**src/rtl/pwm_audio_capture.sv**
```systemverilog
// Recovers the duty value of an external PWM stream (period 2^N clk) as a high-clock count per window.
// Frames align to rising edges. A timeout alignment handles inputs with no edges (0% / 100%).
module pwm_audio_capture #(
    parameter int N            = 10,
    parameter int SYNC_STAGES  = 2,
    parameter int LOCK_WINDOWS = 4
) (
    input  logic         clk,
    input  logic         reset_n,
    input  logic         pwm_in,
    output logic [N:0]   duty_val,
    output logic         duty_valid,
    output logic         locked
);

    localparam int HW = N + 1;
    localparam int LW = $clog2(LOCK_WINDOWS + 1);

    typedef enum logic {
        SEARCH  = 1'b0,
        MEASURE = 1'b1
    } state_t;

    logic [SYNC_STAGES-1:0] sync_reg;
    logic                   s_d_reg;
    logic                   s;
    logic                   rise;
    logic                   win_last;

    state_t          state_reg,    state_next;
    logic [N-1:0]    wcnt_reg,     wcnt_next;
    logic [HW-1:0]   hi_cnt_reg,   hi_cnt_next;
    logic [LW-1:0]   lock_cnt_reg, lock_cnt_next;
    logic            locked_reg,   locked_next;
    logic [HW-1:0]   duty_val_reg, duty_val_next;
    logic            duty_valid_reg, duty_valid_next;

    // Synchroniser chain: stage 0 samples the asynchronous input.
    generate
        for (genvar gi = 0; gi < SYNC_STAGES; gi++) begin : g_sync
            if (gi == 0) begin : g_first
                always_ff @(posedge clk or negedge reset_n) begin
                    if (!reset_n) sync_reg[gi] <= 1'b0;
                    else          sync_reg[gi] <= pwm_in;
                end
            end else begin : g_rest
                always_ff @(posedge clk or negedge reset_n) begin
                    if (!reset_n) sync_reg[gi] <= 1'b0;
                    else          sync_reg[gi] <= sync_reg[gi-1];
                end
            end
        end
    endgenerate

    assign s        = sync_reg[SYNC_STAGES-1];
    assign rise     = s & ~s_d_reg;
    assign win_last = (wcnt_reg == {N{1'b1}});

    always_ff @(posedge clk or negedge reset_n) begin
        if (!reset_n) begin
            s_d_reg        <= 1'b0;
            state_reg      <= SEARCH;
            wcnt_reg       <= '0;
            hi_cnt_reg     <= '0;
            lock_cnt_reg   <= '0;
            locked_reg     <= 1'b0;
            duty_val_reg   <= '0;
            duty_valid_reg <= 1'b0;
        end else begin
            s_d_reg        <= s;
            state_reg      <= state_next;
            wcnt_reg       <= wcnt_next;
            hi_cnt_reg     <= hi_cnt_next;
            lock_cnt_reg   <= lock_cnt_next;
            locked_reg     <= locked_next;
            duty_val_reg   <= duty_val_next;
            duty_valid_reg <= duty_valid_next;
        end
    end

    always_comb begin
        state_next      = state_reg;
        wcnt_next       = wcnt_reg + N'(1);
        hi_cnt_next     = hi_cnt_reg;
        lock_cnt_next   = lock_cnt_reg;
        locked_next     = locked_reg;
        duty_val_next   = duty_val_reg;
        duty_valid_next = 1'b0;
        case (state_reg)
            SEARCH: begin
                if (rise) begin
                    // The rising-edge cycle itself is high sample 0.
                    state_next  = MEASURE;
                    wcnt_next   = N'(1);
                    hi_cnt_next = HW'(1);
                end else if (win_last) begin
                    state_next  = MEASURE;
                    wcnt_next   = '0;
                    hi_cnt_next = '0;
                end
            end
            MEASURE: begin
                hi_cnt_next = hi_cnt_reg + HW'(s);
                if (rise && (wcnt_reg != '0)) begin
                    // Misplaced edge (also at the last slot): drop the window and restart on it.
                    wcnt_next     = N'(1);
                    hi_cnt_next   = HW'(1);
                    lock_cnt_next = '0;
                    locked_next   = 1'b0;
                end else if (win_last) begin
                    duty_val_next   = hi_cnt_reg + HW'(s);
                    duty_valid_next = 1'b1;
                    hi_cnt_next     = '0;
                    if (lock_cnt_reg != LW'(LOCK_WINDOWS))
                        lock_cnt_next = lock_cnt_reg + LW'(1);
                    if (lock_cnt_reg >= LW'(LOCK_WINDOWS - 1))
                        locked_next = 1'b1;
                end
            end
            default: state_next = SEARCH;
        endcase
    end

    assign duty_val   = duty_val_reg;
    assign duty_valid = duty_valid_reg;
    assign locked     = locked_reg;

endmodule
```
**config.mk**
```make
export PLATFORM = sky130hd
export DESIGN_NAME = pwm_audio_capture
export DESIGN_NICKNAME = d
export VERILOG_FILES = /design/src/rtl/pwm_audio_capture.sv
export SDC_FILE = /design/constraint.sdc
export NUM_CORES = 1
export LEC_CHECK = 0
export BUFFER_PORTS_ARGS = -buffer_cell sky130_fd_sc_hd__buf_4
export CORE_MARGIN = 2
export CORE_UTILIZATION = 45
export CTS_BUF_LIST = sky130_fd_sc_hd__clkbuf_4
export DETAILED_ROUTE_END_ITERATION = 8
export MAX_ROUTING_LAYER = met4
export PLACE_DENSITY = 0.63
export REMOVE_ABC_BUFFERS = 1
export SYNTH_ARGS = -nofsm -noshare
export SYNTH_HDL_FRONTEND = slang
export SYNTH_SLANG_ARGS = --single-unit
```
**constraint.sdc**
```tcl
create_clock -name clk -period 1.6 [get_ports clk]
set_input_delay 0.08 -clock clk [delete_from_list [all_inputs] [get_ports clk]]
set_output_delay 0.08 -clock clk [all_outputs]
set_load 0.02 [all_outputs]
```
-- Word level (Yosys, flattened, before mapping)
Index checks and enable logic that the tools add are counted.
- add/subtract/negate cells: 3
- order comparisons: 1
- equal/unequal tests: 3
- mux-type cells: 20
- bitwise gates (word level): 4
- reductions and logical operators: 8
- operator list (operator ; count):
    $mux W11 ; 4
    $mux W10 ; 3
    $pmux W11 S2 ; 1
    $pmux W10 S2 ; 1
    $add A11 B1 Y11 ; 1
    $add A10 B1 Y10 const B ; 1
    $eq A10 B10 Y1 const B ; 1
    $reduce_bool A10 Y1 ; 1
    $mux W3 ; 3
    $reduce_and A3 Y1 ; 3
    $mux W1 ; 8
    $ne A3 B3 Y1 const B ; 2
    $reduce_bool A2 Y1 ; 3
    $add A3 B1 Y3 const B ; 1
    $ge A3 B2 Y1 const B ; 1
    $not A1 Y1 ; 3
    $and A1 B1 Y1 ; 1
    $logic_and A1 B1 Y1 ; 1
- register bits: 41
- bits of input ports: 3
- output and inout bits: 13
- logic and storage cells: 49

-- Depth between registers and ports, before layout
- word-level depth: 5
- depth in mapped cells: 8
- mapped depth without buffers: 7

-- Worst setup path before layout
Ideal clock, no wire load.
- path type: register to register
- start: reg wcnt_reg[0]
- end: reg lock_cnt_reg[1]
- data arrival time: 1600 ps
- data required time: 1478 ps
- path slack: -121 ps
- stages on the path, launching flop included: 8
- clock period less this slack: 1721 ps
- cells stage by stage: dfrtp_1 ha_1 nand3_2 or3_1 buf_6 a21oi_4 o21ai_2 a32o_1
- cells in the longest elaborated chain, start to end: 4
- RTL lines (what ; RTL line ; RTL):
    start, declared ; 31 ; logic [N-1:0] wcnt_reg, wcnt_next;
    start signal, assigned ; 72 ; wcnt_reg <= wcnt_next;
    $reduce_bool A10 Y1 ; 104 ; if (rise && (wcnt_reg != '0)) begin
    $logic_and A1 B1 Y1 ; 104 ;
    $reduce_bool A2 Y1 (no line) ; - ;
    $reduce_and A3 Y1 (no line) ; - ;
    end signal, assigned ; 74 ; lock_cnt_reg <= lock_cnt_next;
    end, declared ; 33 ; logic [LW-1:0] lock_cnt_reg, lock_cnt_next;
Parallel ways exist; a longest one is shown, timed or not.
A chain may end at the register's enable or synchronous reset.

-- Final worst setup path
- start: reg wcnt_reg[8]
- end: reg duty_val_reg[9] (netlist: duty_val[9])
- cells in the longest elaborated chain, start to end: 4
- RTL lines (what ; RTL line ; RTL):
    $reduce_bool A10 Y1 ; 104 ;
    $logic_and A1 B1 Y1 ; 104 ;
    $not A1 Y1 (no line) ; - ;
    $reduce_and A3 Y1 (no line) * ; - ;
    end signal, assigned ; 76 ; duty_val_reg <= duty_val_next;
    end, declared ; 35 ; logic [HW-1:0] duty_val_reg, duty_val_next;
Mark *: on every way between the ends. The rest lies on a longest branch, timed or not.

==> flow_summary.json <==
{
  "criticalPathCategory": "register to register",
  "yosys_warnings": 0,
  "cellPowerDensity_nw_per_um2": 972,
  "place_hpwl_um": 3090,
  "cts_sinks": 41,
  "max_stage_delay_ns": 0.44,
  "antenna_cells": 0,
  "fin_nets": 269,
  "crit_arrival_ns": 1.94,
  "avgViaCountPerCell": 5.28,
  "combPwrFrac": 0.348,
  "netlist_area_sq_um": 2030,
  "fmax_mhz": 590,
  "drtIter0Drc": 93,
  "ys_ff_latch": 41,
  "synth.distinct_cells": 42,
  "synth_most_common_cell": "dfrtp_1",
  "outcome": "finished with violations",
  "n_fill_cell": 338,
  "crit_slowest_cell": "dfrtp_1",
  "rrSetupSlack_ns": -0.09,
  "place.gp.congestion": 0.768,
  "die-area_sq_um": 5050,
  "synthArstFlopShare": 1.00,
  "p_leak_uw": 0.00132,
  "hold_viol_final": 0,
  "clockPowerShare": 0.174,
  "drive_gt1_frac": 0.416,
  "final_util": 0.644,
  "area_growth_pct": 38.4,
  "synth_edf_count": 0,
  "grt.total_usage": 0.202,
  "skew_ns": 0.00577,
  "vias": 1631,
  "num_rows": 24,
  "power_switching_share": 0.333,
  "multi_input_area_sq_um": 1130,
  "synth.area.top_cells": "dfrtp_1, xor2_1, ha_1",
  "core_sq_um": 4350,
  "crit_chain": "nor4_4 -> a31o_1 -> nand3_2 -> buf_6 -> mux2_4",
  "die_h_um": 71.1,
  "clk_latency_ns": 0.35,
  "yosys.area.top_type": "dfrtp_1",
  "yosysSeqAreaShare": 0.506,
  "r2r-start": "wcnt_reg[8]",
  "drc_errors": 0,
  "antenna_found_initial": 0,
  "synthCells": 193,
  "seqCellArea_sq_um": 1030,
  "postLayoutSetupSlackWorst_ns": -0.0938,
  "cts_tree": "yes",
  "grt_max_degree": 42,
  "dieWidth_um": 71.1,
  "period_share": 1.06,
  "dr.pass1.iters": 4,
  "avgRoutedWirePerCell_um": 14.5,
  "min_path_type": "input pin to async pin",
  "wirelength_um": 4490,
  "setup_tns_ns": -0.902,
  "clk_pin_slew_worst_paths_ns": 0.11,
  "rr_endpoint": "duty_val[9]",
  "startpoint_type": "register",
  "htreeDepth": 2,
  "failed_checks": "setup timing",
  "finalPower_uw": 2720,
  "portBuffers": 15,
  "cts_max_path_buffers": 2,
  "ios": 16,
  "antenna_left": 0,
  "required_ns": 1.85,
  "synth_top_area_frac": 0.506,
  "power.share.sequential": 0.479,
  "ir_drop_v": 0.000638,
  "internal_power_uw": 1820,
  "grt_pass1_vias": 1675,
  "critical_path.max_fanout": 4,
  "drv_cap": 0,
  "min_period_ns": 1.69,
  "rsz0062_at_grt": "true",
  "overflow": 0,
  "syn_area_per_cell_sq_um": 10.5,
  "grt_pass1_wl_um": 7710,
  "switching_power_uw": 906,
  "tightest_slew_ns": 0.518,
  "rr_worst_depth": 5,
  "postPlaceCellArea_sq_um": 2440,
  "cts_root_buf": "clkbuf_4",
  "relSlewSlack": 0.654,
  "ys.flop_type": "dfrtp_1",
  "numCtsBuffers": 5,
  "final-setup-viol-count": 23,
  "synthTopCellsByCount": "dfrtp_1, nand2_1, nor2_1, xor2_1, nand3_1",
  "end_kind": "register",
  "initial_utilization": 0.465,
  "slew_violations": 0,
  "fin_area_sq_um": 2800
}
[layout by cell type (no fill, tap or decap), types with 2 or more instances in the layout]
cell type       n
clkbuf_4        5
inv_1           5
mux2_4          3
o21ai_1         6
nor3_2          3
nand2_1        17
xnor2_1         9
nand3_2         3
nand4_1         3
dfrtp_1        41
nand2_2         3
ha_1            5
a22oi_1         3
a21oi_4         2
a21oi_1         2
and3_1          2
o21ai_2         5
xor2_1         14
dlygate4sd3_1   2
nand3_4         2
nor2_1         19
buf_6           9
buf_4          52
nor4_4          2
nand3_1         7
nor2_4          2
inv_2           2
ha_2            2
[routing by layer]
metal / GRT usage / share of wire / vias up
li1: - / - / 794
met1: 0.243 / 0.44 / 799
met2: 0.333 / 0.50 / 32
met3: 0.0513 / 0.040 / 6
met4: 0.0692 / 0.014 / 0
met5: - / 0 / -
[worst max-delay path, delay by kind of cell, from the launching register on]
kind	cells	cell delay, ns
mux	1	0.29
flops	1	0.44
compound gates	1	0.24
simple gates	2	0.45
buf+inv	1	0.17
[layout make-up]
| class | count | share of cell area |
|---|---|---|
| Tap cell | 52 | 0.0232 |
| Multi-Input combinational cell | 140 | 0.404 |
| Clock buffer | 5 | 0.0134 |
| Inverter | 7 | 0.00937 |
| Sequential cell | 41 | 0.366 |
| Clock inverter | 1 | 0.00179 |
| Timing Repair Buffer | 63 | 0.183 |
[cell families (layout without fill, tap and decap cells)]
group | after synthesis | after routing | synth area share
mux | 3 | 3 | 0.0222
flops | 41 | 41 | 0.506
fa+ha+maj | 8 | 8 | 0.0494
compound gates | 29 | 29 | 0.105
buf+inv | 12 | 76 | 0.0278
simple gates | 77 | 77 | 0.190
xor+xnor | 23 | 23 | 0.0994
[metrics by stage]
step,std cells,hold slack (ns),setup WS [ns]
final,309,0.231,-0.0938
after global routing,309,0.265,-0.166
after CTS,308,0.249,-0.0603
after detailed placement,290,0.0937,-0.131
after global placement,290,0.0777,-0.143
after floorplan,188,-0.216,-0.395
[repair_timing]
| item | in CTS | in global routing |
|---|---|---|
| resized for setup | 23 | 29 |
| hold endpoints to repair | 42 | 0 |
| pin swaps | 16 | 10 |
| buffers inserted | 9 | 1 |
| setup endpoints to repair | 33 | 36 |
| cloned | 1 | 0 |
| hold buffers | 2 | 0 |
[power by group through the flow]
stage | Clock [uW] | Combinational, uW | Sequential [uW]
after global placement | 0 | 691 | 1290
after detailed placement | 0 | 718 | 1290
after CTS | 490 | 851 | 1280
after floorplan | 0 | 343 | 1290
final | 473 | 947 | 1300
after global routing | 543 | 1030 | 1320
[worst max path at each step]
stage	startpoint	endpoint	slack (ns)	cells after the start
6_report	wcnt_reg[8]	duty_val[9]	-0.09	5
5_1_grt	wcnt_reg[0]	lock_cnt_reg[1]	-0.17	6
4_1_cts	wcnt_reg[8]	duty_val[1]	-0.06	5
3_5_place_dp	wcnt_reg[0]	hi_cnt_reg[2]	-0.13	6
3_3_place_gp	wcnt_reg[0]	duty_val[0]	-0.14	7
2_1_floorplan	wcnt_reg[0]	duty_val[0]	-0.40	5
(Power assumes the default switching activity.)
